**src/rtl/mem_access_sequencer.sv**
```systemverilog
// Multi-cycle fetch/execute/data/commit sequencer that shares one variable-latency,
// single-ported memory between instruction fetch and data load/store for an RV32 core.
module mem_access_sequencer #(
  parameter int TIMEOUT_CYCLES = 256,
  parameter int RETIRE_W       = 32
) (
  input  logic                clk,
  input  logic                reset,
  input  logic [31:0]         pc,
  input  logic                core_should_read_mem,
  input  logic                core_should_write_mem,
  input  logic [31:0]         core_data_addr,
  input  logic [31:0]         core_write_data,
  output logic [31:0]         instr,
  output logic [31:0]         mem_read_data,
  output logic                commit_en,
  output logic                mem_req,
  output logic                mem_we,
  output logic [31:0]         mem_addr,
  output logic [31:0]         mem_wdata,
  input  logic                mem_ready,
  input  logic [31:0]         mem_rdata,
  output logic                bus_error,
  output logic                halted,
  output logic [RETIRE_W-1:0] retired_count
);

  localparam int          WAIT_W = $clog2(TIMEOUT_CYCLES + 1);
  localparam logic [31:0] NOP    = 32'h0000_0013;

  typedef enum logic [2:0] {
    S_FETCH  = 3'd0,
    S_EXEC   = 3'd1,
    S_DATA   = 3'd2,
    S_COMMIT = 3'd3,
    S_HALT   = 3'd4
  } state_t;

  state_t              state_q, state_d;
  logic                req_q, req_d;
  logic [31:0]         instr_q, instr_d;
  logic [31:0]         rdata_q, rdata_d;
  logic                bus_error_q, bus_error_d;
  logic [RETIRE_W-1:0] retired_q, retired_d;
  logic [WAIT_W-1:0]   wait_cnt_q, wait_cnt_d;
  logic [31:0]         addr_q, addr_d;
  logic [31:0]         wdata_q, wdata_d;
  logic                we_q, we_d;

  logic              waiting;
  logic [WAIT_W-1:0] wait_inc;
  logic              timeout_hit;
  logic              any_access;

  // req_q is the registered request valid: it lags the state by design so that
  // the cycle right after reset never presents a request to the memory.
  assign waiting     = req_q && !mem_ready;
  assign wait_inc    = wait_cnt_q + WAIT_W'(1);
  assign timeout_hit = waiting && (wait_inc == WAIT_W'(TIMEOUT_CYCLES));
  assign any_access  = core_should_read_mem || core_should_write_mem;

  always_ff @(posedge clk) begin
    if (reset) begin
      state_q <= S_FETCH;
      req_q   <= 1'b0;
    end else begin
      state_q <= state_d;
      req_q   <= req_d;
    end
  end

  always_comb begin
    state_d = state_q;
    unique case (state_q)
      S_FETCH: begin
        if (req_q && mem_ready) state_d = S_EXEC;
        else if (timeout_hit)   state_d = S_HALT;
      end
      S_EXEC:   state_d = any_access ? S_DATA : S_COMMIT;
      S_DATA: begin
        if (req_q && mem_ready) state_d = S_COMMIT;
        else if (timeout_hit)   state_d = S_HALT;
      end
      S_COMMIT: state_d = S_FETCH;
      S_HALT:   state_d = S_HALT;
      default:  state_d = S_FETCH;
    endcase
    req_d = (state_d == S_FETCH) || (state_d == S_DATA);
  end

  always_comb begin
    commit_en = (state_q == S_COMMIT);
    halted    = (state_q == S_HALT);
    mem_req   = req_q;
    mem_we    = 1'b0;
    mem_addr  = 32'h0;
    mem_wdata = 32'h0;
    if (req_q && state_q == S_FETCH) begin
      mem_addr = pc;
    end else if (req_q && state_q == S_DATA) begin
      mem_we    = we_q;
      mem_addr  = addr_q;
      mem_wdata = wdata_q;
    end
  end

  // Architectural side: captured words, latched request fields, error and retire bookkeeping.
  always_comb begin
    instr_d     = instr_q;
    rdata_d     = rdata_q;
    bus_error_d = bus_error_q || timeout_hit;
    retired_d   = retired_q;
    wait_cnt_d  = waiting ? wait_inc : '0;
    addr_d      = addr_q;
    wdata_d     = wdata_q;
    we_d        = we_q;
    if (state_q == S_FETCH && req_q && mem_ready) begin
      instr_d = mem_rdata;
    end
    if (state_q == S_EXEC) begin
      addr_d  = core_data_addr;
      wdata_d = core_write_data;
      we_d    = core_should_write_mem;
      if (core_should_read_mem && core_should_write_mem) bus_error_d = 1'b1;
    end
    if (state_q == S_DATA && req_q && mem_ready && !we_q) begin
      rdata_d = mem_rdata;
    end
    if (state_q == S_COMMIT) begin
      retired_d = retired_q + RETIRE_W'(1);
    end
  end

  always_ff @(posedge clk) begin
    if (reset) begin
      instr_q     <= NOP;
      rdata_q     <= 32'h0;
      bus_error_q <= 1'b0;
      retired_q   <= '0;
      wait_cnt_q  <= '0;
      addr_q      <= 32'h0;
      wdata_q     <= 32'h0;
      we_q        <= 1'b0;
    end else begin
      instr_q     <= instr_d;
      rdata_q     <= rdata_d;
      bus_error_q <= bus_error_d;
      retired_q   <= retired_d;
      wait_cnt_q  <= wait_cnt_d;
      addr_q      <= addr_d;
      wdata_q     <= wdata_d;
      we_q        <= we_d;
    end
  end

  assign instr         = instr_q;
  assign mem_read_data = rdata_q;
  assign bus_error     = bus_error_q;
  assign retired_count = retired_q;

endmodule

```
**config.mk**
```make
export PLATFORM = sky130hd
export DESIGN_NAME = mem_access_sequencer
export DESIGN_NICKNAME = d
export VERILOG_FILES = /design/src/rtl/mem_access_sequencer.sv
export SDC_FILE = /design/constraint.sdc
export NUM_CORES = 1
export LEC_CHECK = 0
export ABC_AREA = 1
export CAP_MARGIN = 20
export CORE_ASPECT_RATIO = 0.9
export CORE_MARGIN = 3
export CORE_UTILIZATION = 40
export DETAILED_ROUTE_END_ITERATION = 10
export GPL_ROUTABILITY_DRIVEN = 0
export HOLD_SLACK_MARGIN = 0.03
export PLACE_DENSITY = 0.78
export SYNTH_ARGS = -nofsm -noshare
export SYNTH_HDL_FRONTEND = slang
export SYNTH_SLANG_ARGS = --single-unit
```
**constraint.sdc**
```tcl
create_clock -name clk -period 1.6 [get_ports clk]
set_input_delay 0.24 -clock clk [delete_from_list [all_inputs] [get_ports clk]]
set_output_delay 0.24 -clock clk [all_outputs]
set_load 0.03 [all_outputs]
```
==> qor.csv <==
stage,metric,value,unit
synth,ys_warn_count,0,
drt,via_count,8246,
floorplan,dieWidth,151,µm
status,violations,setup timing,
grt,grt_overflow,0,
status,status,finished with violations,
synth,synth_nets,1209,
setup_path,r2r_start,state_q[1],
synth,synthTopCellsByArea,"dfxtp_1, nor2_1, o21ai_0",
final_layout,drive_gt1_share,20.5,%
clock_network,clkTransAtPathRegs,0.08,ns
sta,relSlewSlack,74.2,%
synth,synthCells,1073,
clock_network,cts_hold_buf,0,
final_layout,fin_nets,1530,
clock_network,cts_tree,done,
drt,viasPerCell,4.99,
synth,synth_seq_cells,175,
sta,whs,0.384,ns
clock_network,clock_latency,0.43,ns
drt,route.detailed.drc,0,
sta,finalMaxSlewViolations,0,
synth,synth_area,0.00756,mm²
clock_network,htree_levels,4,
synth,yosys.area.top_type,dfxtp_1,
setup_path,worstSetupPathType,reg -> out,
worst_hold_path,hp-class,in -> reg,
final_layout,syn2layout_area_growth,63.4,%
setup_path,r2r_slack,-0.13,ns
floorplan,dieHeight,136,µm
drt,drt_iter0_drc,475,
drt,drtPass1Iterations,6,
setup_path,reg2reg_to,retired_count[17],
flow_run,cap_viol_max_count,0,
floorplan,die-area,0.0206,mm²
floorplan,io_pins,298,
final_layout,num_antenna_cells,0,
sta,hold_viol_final,0,
setup_path,cp-start-kind,flip-flop,
setup_path,cp_max_fo,33,
sta,tightest_slew,0.386,ns
sta,rsz0062_at_grt,yes,
setup_path,endpoint,mem_addr[9],
final_layout,final_core_utilization,66.9,%
sta,fin_ws,-0.352,ns
clock_network,clockBufferDepth,2,
setup_path,crit_path_start,state_q[2],
drt,drt_wl_total,26200,µm
floorplan,row_count,47,
synth,synth_top_area_share,46.3,%
power,power_density,879,mW/mm²
clock_network,cts-root-buf,clkbuf_16,
sta,setup_viol,78,
drt,post_drt_wl_per_cell,15.9,µm
place,io_buffers,297,
place,dp_hpwl,18500,µm
grt,grt_max_degree,46,
grt,track_usage,23.6,%
clock_network,numClockSinks,175,
sta,post-route-period-util,122,%
floorplan,core,0.0185,mm²
sta,fin_worst_skew,0.0150,ns
drt,detail-route-antenna-nets,0,
final_layout,fin_cells,1652,
clock_network,cts_made_buffers,17,
synth,syn_avg_cell_area,7.04,µm²
floorplan,initial_core_util,40.9,%
power,p_leak,5.32,nW
place,dp_cells,1603,
grt,grt_antenna_before_repair,0,
setup_path,r2r.worst_path.cells,13,
sta,fmax,512,MHz
setup_path,arrival,1.71,ns
setup_path,cp.required,1.36,ns
place,pre_cts_slack,-0.0494,ns
grt,first_global_vias,7505,
synth,synth_cell_types,29,
sta,period_needed,1.95,ns
grt,grt_pass1_wl,38800,µm
setup_path,crit_path_end_kind,output port,
synth,seq_area_frac_synth,46.3,%
power,max-vdd-ir-drop,704,µV
==> power breakdown <==
part           internal, mW  total (mW)  switching (mW)
clock                  2.26        4.29            2.03
sequential             4.57        4.67           0.102
combinational         0.857        1.90            1.04
total                  7.68        10.9            3.17
==> what timing repair did <==
item                                    4_1_cts  5_1_grt
endpoints found under the setup margin      166       95
setup buffers                                 5       11
gates resized for setup                     143      125
pin swaps                                     1       19
cloned                                        0        2
==> cells in the mapped netlist <==
cell / n
ha_1: 3
nand3_2: 1
nand4_2: 1
nor2_1: 301
a21oi_1: 64
clkinv_1: 1
nand2_2: 2
a31o_2: 1
buf_1: 2
dfxtp_1: 175
nand4_1: 3
nor2_4: 4
nor2_2: 2
o21a_1: 1
nor3_4: 1
xnor2_1: 1
inv_2: 3
xor2_1: 4
o21ai_0: 138
nor3_1: 2
nand3_1: 15
buf_2: 6
nand2_1: 169
a31oi_1: 3
buf_6: 2
clkbuf_1: 49
inv_1: 75
a32o_1: 32
nand3b_1: 12
==> how the worst min path moves through the flow <==
| stage | depth (start not counted) | start | slack, ns | endpoint |
|---|---|---|---|---|
| finish | 3 | core_data_addr[16] | 0.38 | addr_q[16] |
| global route | 3 | core_data_addr[17] | 0.37 | addr_q[17] |
| CTS | 3 | core_data_addr[16] | 0.37 | addr_q[16] |
| detailed placement | 2 | instr[1] | 0.45 | instr[1] |
| global placement | 2 | wdata_q[31] | 0.44 | wdata_q[31] |
| floorplan | 2 | mem_rdata[0] | 0.37 | instr[0] |
==> routing by layer <==
metal,GRT usage [%],wire length (µm)
met1,28.8,10600
met2,39.4,12700
met3,8.57,2530
met4,6.50,416
met5,0,0
==> cell type report <==
type	count	area [µm²]
fillers	1530	6120
flip-flops and latches	175	3520
well taps	245	307
clock buffers	17	425
repair buffers	361	3690
inverters	79	307
multi-input cells	760	3910
clock inverters	15	191
==> critical path, cell delays in order (launching register included) <==
cell and delay (ns):
dfxtp_2 0.33, inv_2 0.08, nand2_2 0.07, nor2_4 0.19, buf_12 0.21, a32o_2 0.26, buf_12 0.13
==> per-stage QoR <==
stage	setup TNS (ns)	cell area, µm²	total power, mW
4_1_cts	-18.30	11900	10.8
5_1_grt	-27.94	12300	11.3
2_1_floorplan	-1.08	7760	5.67
6_report	-20.06	12300	10.9
3_3_place_gp	0	11200	6.56
3_5_place_dp	-0.0654	11200	6.58
==> registers in the layout, summed over array words and instances (netlist names) <==
signal / count
mem_read_data: 32
wdata_q: 32
we_q: 1
mem_req: 1
wait_cnt_q: 9
state_q: 3
addr_q: 32
instr: 32
retired_count: 32
bus_error: 1
==> cells by family after synthesis <==
family / after synthesis / share of synthesized area, %
fa+ha+maj: 3 / 0.497
flops: 175 / 46.3
compound gates: 239 / 18.1
xor+xnor: 5 / 0.579
simple gates: 513 / 27.3
buf+inv: 138 / 7.15
==> layout by cell type, fill, tap and decap left out, types with 3 or more instances in the layout <==
cell type / count
xor2_1: 4
nand3_1: 14
nand2_2: 7
clkinv_8: 5
a32o_2: 30
a21oi_1: 60
a21oi_2: 4
nand2_4: 4
dfxtp_1: 163
a31oi_1: 3
o21ai_0: 123
dlygate4sd2_1: 95
o21ai_1: 14
dfxtp_2: 11
inv_6: 5
nor2_2: 18
clkbuf_16: 18
nand3b_1: 12
inv_1: 73
buf_12: 18
buf_4: 37
nor2_1: 255
nand4_1: 3
inv_2: 3
buf_6: 75
nor2_4: 34
nand2_1: 160
clkdlybuf4s50_1: 132
Note: power is estimated with default switching activity, not from simulation.
